==> src/rtl/cache_types.sv <==
// Shared cache-side types for the cache line adaptor.
//   LINE_W / BURST_W : default cache line and memory beat widths
//   N_BEATS / BEAT_W : beats per line and beat-counter width
//   state_e          : adaptor control states
package cache_types;

  localparam int unsigned LINE_W  = 256;
  localparam int unsigned BURST_W = 64;
  localparam int unsigned N_BEATS = LINE_W / BURST_W;
  localparam int unsigned BEAT_W  = $clog2(N_BEATS);
  localparam int unsigned ADDR_W  = 32;

  typedef enum logic [1:0] {
    IDLE     = 2'd0,
    RD_BURST = 2'd1,
    WR_BURST = 2'd2,
    DONE     = 2'd3
  } state_e;

endpackage

==> src/rtl/cacheline_adaptor.sv <==
// Cache line <-> memory burst adaptor. Splits a cache line write into
// BURST_W-wide beats and assembles read beats into a full cache line.
// Ports:
//   clk, rst_n                      clock, async active-low reset
//   line_i, address_i, read_i,
//   write_i / line_o, resp_o        cache side
//   burst_i, resp_i / burst_o,
//   address_o, read_o, write_o      memory side
module cacheline_adaptor #(
  parameter int unsigned LINE_W  = cache_types::LINE_W,
  parameter int unsigned BURST_W = cache_types::BURST_W
) (
  input  logic               clk,
  input  logic               rst_n,
  input  logic [LINE_W-1:0]  line_i,
  output logic [LINE_W-1:0]  line_o,
  input  logic [31:0]        address_i,
  input  logic               read_i,
  input  logic               write_i,
  output logic               resp_o,
  input  logic [BURST_W-1:0] burst_i,
  output logic [BURST_W-1:0] burst_o,
  output logic [31:0]        address_o,
  output logic               read_o,
  output logic               write_o,
  input  logic               resp_i
);

  import cache_types::*;

  localparam int unsigned BEATS  = LINE_W / BURST_W;
  localparam int unsigned CNT_W  = $clog2(BEATS);
  localparam int unsigned OFF_M  = (LINE_W / 8) - 1;

  state_e             state;
  logic [CNT_W-1:0]   k;
  logic [CNT_W-1:0]   k_nxt;
  logic [LINE_W-1:0]  line_buf;
  logic [31:0]        addr_aligned;
  logic               last_beat;

  // Line-aligned request address and beat bookkeeping
  always_comb begin
    addr_aligned = address_i & ~32'(OFF_M);
    k_nxt        = k + CNT_W'(1);
    last_beat    = (k == CNT_W'(BEATS - 1));
  end

  // The line buffer doubles as the read line seen by the cache
  assign line_o = line_buf;

  // Control FSM with all datapath registers
  always_ff @(posedge clk or negedge rst_n) begin
    if (!rst_n) begin
      state     <= IDLE;
      k         <= '0;
      resp_o    <= 1'b0;
      read_o    <= 1'b0;
      write_o   <= 1'b0;
      address_o <= '0;
      burst_o   <= '0;
      line_buf  <= '0;
    end else begin
      resp_o <= 1'b0;
      case (state)
        IDLE: begin
          k <= '0;
          // Write wins a simultaneous request: a dirty victim leaves first
          if (write_i) begin
            line_buf  <= line_i;
            address_o <= addr_aligned;
            burst_o   <= line_i[BURST_W-1:0];
            write_o   <= 1'b1;
            state     <= WR_BURST;
          end else if (read_i) begin
            address_o <= addr_aligned;
            read_o    <= 1'b1;
            state     <= RD_BURST;
          end
        end
        RD_BURST: begin
          if (resp_i) begin
            line_buf[32'(k) * BURST_W +: BURST_W] <= burst_i;
            k <= k_nxt;
            if (last_beat) begin
              read_o <= 1'b0;
              resp_o <= 1'b1;
              state  <= DONE;
            end
          end
        end
        WR_BURST: begin
          if (resp_i) begin
            k <= k_nxt;
            // Present the next beat in the cycle after the acknowledge
            burst_o <= line_buf[32'(k_nxt) * BURST_W +: BURST_W];
            if (last_beat) begin
              write_o <= 1'b0;
              resp_o  <= 1'b1;
              burst_o <= '0;
              state   <= DONE;
            end
          end
        end
        DONE: begin
          state <= IDLE;
        end
        default: begin
          state <= IDLE;
        end
      endcase
    end
  end

endmodule

==> config.mk <==
export PLATFORM = sky130hd
export DESIGN_NAME = cacheline_adaptor
export DESIGN_NICKNAME = d
export VERILOG_FILES = /design/src/rtl/cache_types.sv /design/src/rtl/cacheline_adaptor.sv
export SDC_FILE = /design/constraint.sdc
export NUM_CORES = 1
export LEC_CHECK = 0
export BUFFER_PORTS_ARGS = -buffer_cell sky130_fd_sc_hd__buf_2
export CORE_AREA = 5 5 273 275
export CTS_BUF_LIST = sky130_fd_sc_hd__clkbuf_4 sky130_fd_sc_hd__clkbuf_8 sky130_fd_sc_hd__clkbuf_16
export CTS_CLUSTER_DIAMETER = 60
export DETAILED_ROUTE_END_ITERATION = 10
export DIE_AREA = 0 0 278 280
export SLEW_MARGIN = 40
export SYNTH_ARGS = -nofsm -noshare
export SYNTH_HDL_FRONTEND = slang
export SYNTH_SLANG_ARGS = --single-unit
==> constraint.sdc <==
create_clock -name clk -period 3.3 [get_ports clk]
set_clock_uncertainty 0.1 [all_clocks]
set_input_delay 0.495 -clock clk [delete_from_list [all_inputs] [get_ports clk]]
set_output_delay 0.495 -clock clk [all_outputs]
set_load 0.01 [all_outputs]
After elaboration in Yosys (flattened, before gate mapping)
Index checks and enable logic that the tools add are counted.
{ "classes": {"n_reduce_logical": 13, "muxes": 27, "shifts": 3, "addsub": 2, "n_eq_ne": 14} }
{ "ops": {"columns": ["op", "count"], "rows": [
  ["256-bit 2-to-1 mux", 2],
  ["256-bit one-hot mux with 2 select lines", 1],
  ["256-bit bitwise mux", 1],
  ["64-bit by 34-bit variable shift with 256-bit output, first input constant", 1],
  ["256-bit by 9-bit variable part select with 64-bit output", 1],
  ["64-bit by 34-bit variable part select with 256-bit output", 1],
  ["64-bit 2-to-1 mux", 3],
  ["64-bit one-hot mux with 2 select lines", 1],
  ["32-bit 2-to-1 mux", 2],
  ["8-bit negator with 34-bit output", 1],
  ["2-bit inequality test, second input constant", 7],
  ["2-bit 2-to-1 mux", 5],
  ["3-bit AND reduction", 3],
  ["1-bit 2-to-1 mux", 8],
  ["2-bit nonzero test", 4],
  ["2-bit equality test, second input constant", 3],
  ["2-bit one-hot mux with 3 select lines", 1],
  ["5-bit AND reduction", 1],
  ["2-bit by 1-bit inequality test with 1-bit output, second input constant", 2],
  ["1-bit one-hot mux with 2 select lines", 2],
  ["2-bit one-hot mux with 2 select lines", 1],
  ["2-bit AND reduction", 2],
  ["4-bit AND reduction", 1],
  ["3-bit inequality test, second input constant", 1],
  ["4 further kinds", 4]
]} }
{ "word_totals": {"register_bits": 359, "in_bits": 357, "output_inout_bits": 355} }

Longest topological paths before layout
Gate-level depths: netlist of run 1.
{ "depth": {"ltp_word": 5, "depth_mapped": 10} }

Worst setup path before layout of run 1
OpenSTA, ideal clock, no wires.
{ "synth_timing": {"kind": "reg-to-reg", "start": "register k[0]", "end": "register burst_o[10]", "path_buffers": 5, "path_stages_with_launch": 10, "arrival_ns": 2.383, "required_ns": 3.074, "setup_slack_ns": 0.691, "path_cell_list": "dfrtp_1 > buf_6 > buf_12 > buf_8 > inv_1 > ha_1 > buf_2 > clkbuf_1 > mux4_2 > a221o_1"} }
{ "synth_between": {"elab_chain_cells": 5, "word_cells_on_any_way": 6} }
{ "synth_rtl": {"columns": ["item", "line_no", "rtl"], "rows": [
  ["from (decl)", "cacheline_adaptor.sv:36", "logic [CNT_W-1:0] k;"],
  ["from (signal assigned)", "cacheline_adaptor.sv:84", "k <= k_nxt;"],
  ["from (signal assigned)", "cacheline_adaptor.sv:94", "k <= k_nxt;"],
  ["2-bit by 1-bit adder with 2-bit output", "cacheline_adaptor.sv:45", "k_nxt = k + CNT_W'(1);"],
  ["256-bit by 9-bit variable part select with 64-bit output", "cacheline_adaptor.sv:96", "burst_o <= line_buf[32'(k_nxt) * BURST_W +: BURST_W];"],
  ["64-bit 2-to-1 mux (*)", "cacheline_adaptor.sv:97", "if (last_beat) begin"],
  ["64-bit 2-to-1 mux (*)", "cacheline_adaptor.sv:93", "if (resp_i) begin"],
  ["64-bit one-hot mux with 2 select lines (*)", "cacheline_adaptor.sv:65", "case (state)"],
  ["to (signal assigned)", "cacheline_adaptor.sv:72", "burst_o <= line_i[BURST_W-1:0];"],
  ["to (signal assigned)", "cacheline_adaptor.sv:96", null],
  ["to (decl)", "cacheline_adaptor.sv:22", "output logic [BURST_W-1:0] burst_o,"]
]} }
Every way passes the cells marked *; elsewhere a longest branch is shown, timed or not. The select of a mux whose other input is x is not followed.
A chain may end at the register's enable or synchronous reset.

Worst setup path after layout of run 1
{ "layout_timing": {"start": "register k[0]", "end": "register line_buf[236] (netlist: line_o[236])"} }
{ "layout_between": {"elab_chain_cells": 5, "word_cells_on_any_way": 6} }
{ "layout_rtl": {"columns": ["item", "line_no", "rtl"], "rows": [
  ["8-bit negator with 34-bit output (*)", "cacheline_adaptor.sv:83", "line_buf[32'(k) * BURST_W +: BURST_W] <= burst_i;"],
  ["64-bit by 34-bit variable part select with 256-bit output / 64-bit by 34-bit variable shift with 256-bit output (equally long branches)", "cacheline_adaptor.sv:83", null],
  ["256-bit bitwise mux (*)", "cacheline_adaptor.sv:83", null],
  ["256-bit 2-to-1 mux (*)", "cacheline_adaptor.sv:82", "if (resp_i) begin"],
  ["256-bit one-hot mux with 2 select lines (*)", "cacheline_adaptor.sv:65", null],
  ["to (signal assigned)", "cacheline_adaptor.sv:70", "line_buf <= line_i;"],
  ["to (signal, indexed assignment)", "cacheline_adaptor.sv:83", null],
  ["to (decl)", "cacheline_adaptor.sv:38", "logic [LINE_W-1:0] line_buf;"]
]} }
Marked as above.

==> results summary, run 1 <==
The run finished with clean final reports. The final routed DRC violation total came out at 0. The number of hold violations in the final report came out at 0. In this run, the number of DRC markers left after iteration 0 of detailed routing was 1401. The cell depth of the worst hold path came out at 2. Max-cap violations in this run came to 0. The total number of clock tree sinks came out at 354. The H-tree depth is 2. The post-detailed-placement half-perimeter wirelength came out at 57.0 mm. The count of pins over their slew limit is 0. The source-to-sink clock delay at the later pin of the worst-skew pair is 590 ps.

The overall fraction of global-route tracks in use is 0.204. Dividing the detail-routed via count by the number of cells gives 5.48. In this run the static leakage power is 11.8 nW.

Hold timing on the final database bottoms out at a slack of 49.9 ps. In this run the worst hold path is classified as in -> reg. The sequential-to-total area share from yosys stat is 0.472. The number of buffers added on ports came out at 701. The share of total power in sequential cells came out at 0.288. The final wirelength is 83.7 mm. The required time of the critical path is 3700 ps. Among all flip-flop cells after synthesis, the most frequent one is sky130_fd_sc_hd__dfrtp_1. The final-report setup violation count is 0. The final clock period utilization by the worst path is 0.869. The synthesized-area fraction occupied by and/or/nand/nor cells is 0.0536. The count of TritonRoute iterations in the first routing pass is 5.

In this run the worst path has a maximum fanout of 89. The area enclosed by the die boundary came out at 0.0778 mm2. The share of async-settable or async-resettable flops after synthesis came out at 1.00.

The number of antenna violations at the first check in global routing came to 11. After floorplanning, the core was sized to cover 0.0721 mm2. The final route contains 17000 vias. The final RePlAce weighted congestion is 0.889. The internal power is 0.0164 W. The utilization after layout came out at 0.350. CTS placed an instance of sky130_fd_sc_hd__clkbuf_16 at the clock tree root.

The width of the die came out at 278 um. The first-pass GRT wire length came out at 122 mm. The share of total power in combinational logic is 0.530. The total congestion overflow after global routing came out at 0.

The top cell types in the final layout, fill and taps aside, are sky130_fd_sc_hd__buf_2, sky130_fd_sc_hd__dfrtp_1, sky130_fd_sc_hd__mux2_2, sky130_fd_sc_hd__a32o_1, sky130_fd_sc_hd__inv_1. The share of final-layout standard cells stronger than drive strength 1 is 0.533. Of the total synthesized cell area, the portion taken by XOR and XNOR cells is 0.000466.

The synthesized design contains 354 register bits. The depth of the worst register-to-register path is 6. Counting the buffers created by CTS gives 46. Setup repair after global routing left no endpoint under its margin. The peak supply drop is 0.000681 V. In the synthesized netlist, the number of instances is 1433. The maximum operating frequency came out at 349 MHz. The final setup TNS is 0 ps. The post-cts sizing count is 0. The library cell used most frequently in the layout, excluding fill and tap cells, is sky130_fd_sc_hd__buf_2. The number of fill cells in the layout is 7218. For this configuration, the core starts out at a cell density of 0.261. The number of cell rows is 99. Measured against its own limit, the worst slew margin works out to 0.453. The total of warnings raised by yosys came out at 0.

The proportion of total power due to net switching is 0.424. The worst setup path is launched from a flip-flop. The complex-gate fraction of the synthesized area came out at 0.167. After synthesis, the largest family of logic cells by area is multiplexers. The count of unique library cells instantiated by Yosys came out at 42. The adder-cell share of the synthesized area is 0.00533.

The shortest clock period the worst path allows after layout came out at 2870 ps. TritonCTS built the clock tree. After synthesis the cells add up to 0.0188 mm2. The average cell area after synthesis came out at 13.1 um2. The type of element capturing the critical path is a flip-flop. The longest clock path from root to sink contains 3 buffers. The endpoint arrival time on the critical path is 3270 ps.

By startpoint and endpoint, the worst setup path is classified as reg -> reg. The power density over the cells is 1130 mW/mm2. The mean routed wirelength per cell is 27.0 um. The number of enable-type register cells in the synthesized netlist is 0. The clock slew at the register clock pins of the worst setup and hold paths is 60 ps. The net load switching power is 0.0121 W. For the pin with the worst max-slew slack, the measured transition is 821 ps.

Entering global routing, the biggest net connects 103 pins. During I/O placement, the number of pins put on the boundary was 712. The net total in the final layout came out at 2472. The via count of the first global-routing pass came to 18200. The area growth from synthesis to layout came out at 34.5%. The count of antenna-violating nets left after detailed routing is 0.

The chip height is 280 um. The mux share of post-synthesis cell area is 0.244. Of the total power, the clock network draws 0.183.
## worst paths after layout
path,end,slack [ps],start
setup / recovery,line_o[236],430,k[0]
hold / removal,address_o[5],50,address_i[5]
setup reg to reg,line_o[236],430,k[0]
hold reg to reg,write_o,390,write_o
max in group asynchronous,line_o[100],1790,rst_n
min in group asynchronous,line_o[102],290,rst_n
## cells in the mapped netlist (5+ instances only)
master | number | area [um2]
sky130_fd_sc_hd__mux2_2 | 219 | 2470
sky130_fd_sc_hd__inv_1 | 72 | 270
sky130_fd_sc_hd__nor2b_1 | 67 | 419
sky130_fd_sc_hd__mux4_2 | 64 | 1440
sky130_fd_sc_hd__buf_4 | 31 | 233
sky130_fd_sc_hd__dfrtp_1 | 354 | 8860
sky130_fd_sc_hd__and4b_1 | 22 | 220
sky130_fd_sc_hd__a32o_1 | 192 | 1920
sky130_fd_sc_hd__mux2i_1 | 65 | 651
sky130_fd_sc_hd__a221o_1 | 64 | 641
sky130_fd_sc_hd__buf_2 | 44 | 220
sky130_fd_sc_hd__nand2_1 | 5 | 18.8
sky130_fd_sc_hd__ha_1 | 8 | 100
sky130_fd_sc_hd__clkbuf_1 | 76 | 285
sky130_fd_sc_hd__a31oi_1 | 65 | 407
sky130_fd_sc_hd__and2_1 | 43 | 269
## power by group through the flow
| stage | clock [W] | combinational, W | sequential (W) |
|---|---|---|---|
| finish | 0.00520 | 0.0151 | 0.00820 |
| global route | 0.00549 | 0.0160 | 0.00842 |
| CTS | 0.00532 | 0.0152 | 0.00815 |
| detailed placement | 0 | 0.0151 | 0.00819 |
| global placement | 0 | 0.0148 | 0.00808 |
| floorplan | 0 | 0.00839 | 0.00869 |
## per-stage QoR
stage          setup slack (ps)  area [um2]  total power [W]  std cells
6_report                    433       25300           0.0285       3107
2_1_floorplan               691       18800           0.0171       1437
3_3_place_gp                485       23300           0.0229       2987
3_5_place_dp                539       23400           0.0233       2990
5_1_grt                     368       25300           0.0299       3106
4_1_cts                     502       25200           0.0286       3099
## layout make-up
class                           count  area [um2]  share of cell area
Sequential cell                   354        8860               0.351
Clock buffer                       67        1360              0.0538
Inverter                           72         275              0.0109
Antenna cell                        7        17.5            0.000693
Tap cell                          959        1200              0.0475
Clock inverter                     15         214             0.00847
Timing Repair Buffer              782        4400               0.174
Multi-Input combinational cell    851        8930               0.354
## per-layer routing
| layer | track usage | vias up | routed length [um] |
|---|---|---|---|
| met4 | 0.0784 | 4 | 3220 |
| li1 | - | 6999 | - |
| met5 | 0 | - | 27 |
| met1 | 0.254 | 8757 | 31900 |
| met3 | 0.0414 | 199 | 7000 |
| met2 | 0.350 | 1066 | 41600 |
## registers in the layout (all words and copies together) (netlist names)
register and flops:
write_o 1, resp_o 1, state 2, line_o 256, read_o 1, burst_o 64, k 2, address_o 27
## cell families (layout without fill, tap and decap cells)
kind of cell / count (synthesis) / after routing
DFF: 354 / 354
and+or+nand+nor: 148 / 148
xor gates and xnor gates: 1 / 1
buffers and inverters: 232 / 936
AOI/OAI and AO/OA: 340 / 340
muxes: 349 / 349
adders and majority gates: 8 / 8
other: 1 / 12
## critical path: stages (launching register included)
cell	delay, ps
sky130_fd_sc_hd__dfrtp_4	470
sky130_fd_sc_hd__inv_1	120
sky130_fd_sc_hd__ha_1	260
sky130_fd_sc_hd__and3b_4	740
sky130_fd_sc_hd__buf_12	470
sky130_fd_sc_hd__a32o_1	270
sky130_fd_sc_hd__mux2_2	150
## what timing repair did
item                                   in CTS  in global routing
endpoints found under the hold margin     108                  0
hold buffers                               27                  0
setup buffers                               0                  0
Note: power is estimated with default switching activity, not from simulation.
==> run 2: changes to the inputs <==
==> constraint.sdc (replaced) <==
create_clock -name clk -period 3.3 [get_ports clk]
set_clock_uncertainty 0.1 [all_clocks]
set_input_delay 0.165 -clock clk [delete_from_list [all_inputs] [get_ports clk]]
set_output_delay 0.165 -clock clk [all_outputs]
set_load 0.02 [all_outputs]
==> run 2 against run 1 <==
  * Sequential share of layout area shrank 6.0 points
  * Worst setup slack got worse by 250 ps
  * Via count up 15%
  * Critical endpoint is now line_o[15]
==> results summary, run 2 (synthesized netlist as in run 1, its figures left out) <==
The post-detailed-placement half-perimeter wirelength is 57.9 mm (+1.6%). The total number of clock tree sinks came out at 354 (unchanged). The flow ran to the end, and the final reports show no timing, DRC or antenna violations. The TritonCTS buffer count is 46 (unchanged). The total placed cells including tap cells came out at 2991 (+0.033%). The proportion of total power due to net switching came out at 0.450 (+0.0255).

The final setup TNS came to 0 ps (unchanged). The total I/O pin count is 712 (unchanged). The worst path setup slack after routing came out at 178 ps (-255 ps).

The share of total power in combinational logic is 0.577 (+0.047). The final RePlAce weighted congestion is 0.891 (+0.19%). The final-report setup violation count came out at 0 (unchanged). The clock slew at the register clock pins of the worst setup and hold paths was 60 ps (about the same). The internal power came to 0.0175 W (+6.5%).

The largest net degree at the start of global routing came out at 116 (+13%). The critical path startpoint category is a flip-flop. The maximum operating frequency came out at 320 MHz (-8.2%). The worst-path cell with the longest stage delay is sky130_fd_sc_hd__dlygate4sd3_1. The area growth from synthesis to layout is 62.1%.

The mean routed wirelength per cell is 25.5 um (-5.3%). The transition time at the pin with the least slew margin is 907 ps (+85.5 ps). The number of cell rows was 99 (unchanged). The net load switching power was 0.0143 W (+18%).

The final routed DRC violation total is 0 (unchanged). The count of pins over their slew limit is 0 (unchanged). The share of final-layout standard cells stronger than drive strength 1 came out at 0.431 (-0.102).

The starting utilization of the core area is 0.261 (unchanged). Walking the worst path, the cells encountered are inv_1 -> ha_4 -> buf_4 -> buf_6 -> nor2b_1 -> a31oi_1 -> dlygate4sd3_1 -> mux2i_1. The number of flip-flops under the largest register name came out at 256 (unchanged). The overall fraction of global-route tracks in use is 0.226 (+0.0217). The worst setup path is of the reg -> reg kind. The largest fanout of any net on the critical path is 65 (-27%). The delay contributed by the slowest stage of the critical path came to 570 ps (-170 ps). The via count of the first global-routing pass was 21500 (+18%). The net total in the final layout came out at 2982 (+21%). The H-tree depth came out at 2 (unchanged). The relative slew slack was 0.396 (-0.0570).

The final standard cell area without fillers came out at 0.0305 mm2 (+21%). The min-delay analysis places its worst path in the category in -> reg. The number of buffers added on ports is 701 (unchanged). The most frequent standard cell in the layout excluding fill and tap cells is sky130_fd_sc_hd__buf_2.

The number of vias per cell after detailed routing came out at 5.41 (-1.2%). The share of total power in sequential cells is 0.260 (-0.028). The source-to-sink clock delay at the later pin of the worst-skew pair came out at 580 ps (about the same). The peak supply drop came out at 0.000706 V (+3.6%). In this run the clock root is driven by a sky130_fd_sc_hd__clkbuf_16.

The final clock period utilization by the worst path is 0.946 (+0.0772). In the layout the commonest cells are sky130_fd_sc_hd__buf_2, sky130_fd_sc_hd__dlygate4sd3_1, sky130_fd_sc_hd__dfrtp_1, sky130_fd_sc_hd__mux2_2, sky130_fd_sc_hd__a32o_1. The leakage component of the power came out at 14.1 nW (+19%). The area enclosed by the die boundary came out at 0.0778 mm2 (unchanged). The number of max-cap violations is 0 (unchanged).

The required time of the critical path is 3630 ps (-70 ps). The chip height is 280 um (unchanged). The width of the die is 278 um (unchanged).

TritonCTS built the clock tree. The power density over the cells came out at 1040 mW/mm2 (-7.5%). The number of hold violations in the final report is 0 (unchanged). The total congestion overflow after global routing is 0 (unchanged). The clock share of power is 0.163 (-0.020). The shortest clock period the worst path allows after layout is 3120 ps (+255 ps). The standard cell area after detailed placement came out at 0.0235 mm2 (+0.37%).

The deepest clock path buffer count came out at 3 (unchanged). The utilization after layout is 0.422 (+0.0719). STA classifies the critical path endpoint as a flip-flop.

The count of TritonRoute iterations in the first routing pass is 5 (unchanged). Setup repair after global routing left no endpoint under its margin. The number of fill cells in the layout is 6533 (-9.5%). The area of the placeable core came to 0.0721 mm2 (unchanged). The count of antenna-violating nets left after detailed routing is 0 (unchanged). The via total after detailed routing is 19600 (+15%). The worst setup timing slack at the placement stage is 555 ps (+15.8 ps). The number of antenna violations at the first check in global routing is 3 (-8). The first-pass GRT wire length is 136 mm (+11%). The detailed router's first-iteration violation count is 1706 (+22%). The count of non-filler cells in the finished layout came out at 3617 (+16%). The endpoint arrival time on the critical path is 3450 ps (+180 ps). The final wirelength is 92.4 mm (+10%).
run 2: changes by cell type in the layout (fill, tap and decap cells not counted), moves of 2 or more:
cell	delta
sky130_fd_sc_hd__buf_16	+2
sky130_fd_sc_hd__clkinv_2	+4
sky130_fd_sc_hd__buf_4	-8
sky130_fd_sc_hd__buf_12	+3
sky130_fd_sc_hd__clkbuf_8	+2
sky130_fd_sc_hd__buf_6	+5
sky130_fd_sc_hd__clkbuf_4	-6
sky130_fd_sc_hd__dlygate4sd3_1	+509
run 2: repair_timing:
item | 4_1_cts | 5_1_grt
buffers inserted | 0 | 0
hold buffers | 535 | 1
hold endpoints to repair | 434 | 33
resized for setup | 0 | 4
setup endpoints to repair | 0 | 26
run 2: worst paths after layout:
path / start / to / slack, ps / cells past startpoint
setup / recovery: state[1] / line_o[15] / 180 / 8
max in group asynchronous: rst_n / burst_o[12] / 1460 / 5
setup reg to reg: state[1] / line_o[15] / 180 / 8
hold / removal: address_i[21] / address_o[21] / 260 / 3
hold reg to reg: write_o / write_o / 400 / 1
min in group asynchronous: rst_n / line_o[47] / 510 / 3
run 2: power by group through the flow:
stage                     combinational (W)  sequential (W)  clock [W]
after floorplan                     0.00838          0.0102          0
after global placement               0.0164         0.00809          0
after detailed placement             0.0168         0.00820          0
after CTS                            0.0181         0.00816    0.00530
after global routing                 0.0192         0.00847    0.00546
final                                0.0183         0.00826    0.00518
run 2: layout make-up:
class                           instances  area, um2  share of cell area
Antenna cell                            6       15.0            0.000493
Clock buffer                           64       1370              0.0449
Timing Repair Buffer                 1292       9600               0.315
Multi-Input combinational cell        851       8930               0.293
Sequential cell                       354       8860               0.291
Inverter                               72        283             0.00929
Tap cell                              959       1200              0.0394
Clock inverter                         19        195             0.00641
run 2: worst max-delay path, delay by kind of cell (launching register included):
family | cells | cell delay [ps]
simple gates | 1 | 110
mux | 1 | 70
fa+ha+maj | 1 | 220
buf+inv | 4 | 1790
flops | 1 | 390
compound gates | 1 | 170
run 2: through the flow:
stage | hold slack [ps] | power, W
2_1_floorplan | -231 | 0.0186
3_3_place_gp | 172 | 0.0245
3_5_place_dp | 176 | 0.0250
4_1_cts | 152 | 0.0316
5_1_grt | 230 | 0.0332
6_report | 259 | 0.0318
run 2: metal layers:
layer / share of wire / GRT usage
met1: 0.38 / 0.273
met2: 0.48 / 0.377
met3: 0.086 / 0.0541
met4: 0.054 / 0.114
met5: 0.00014 / 0
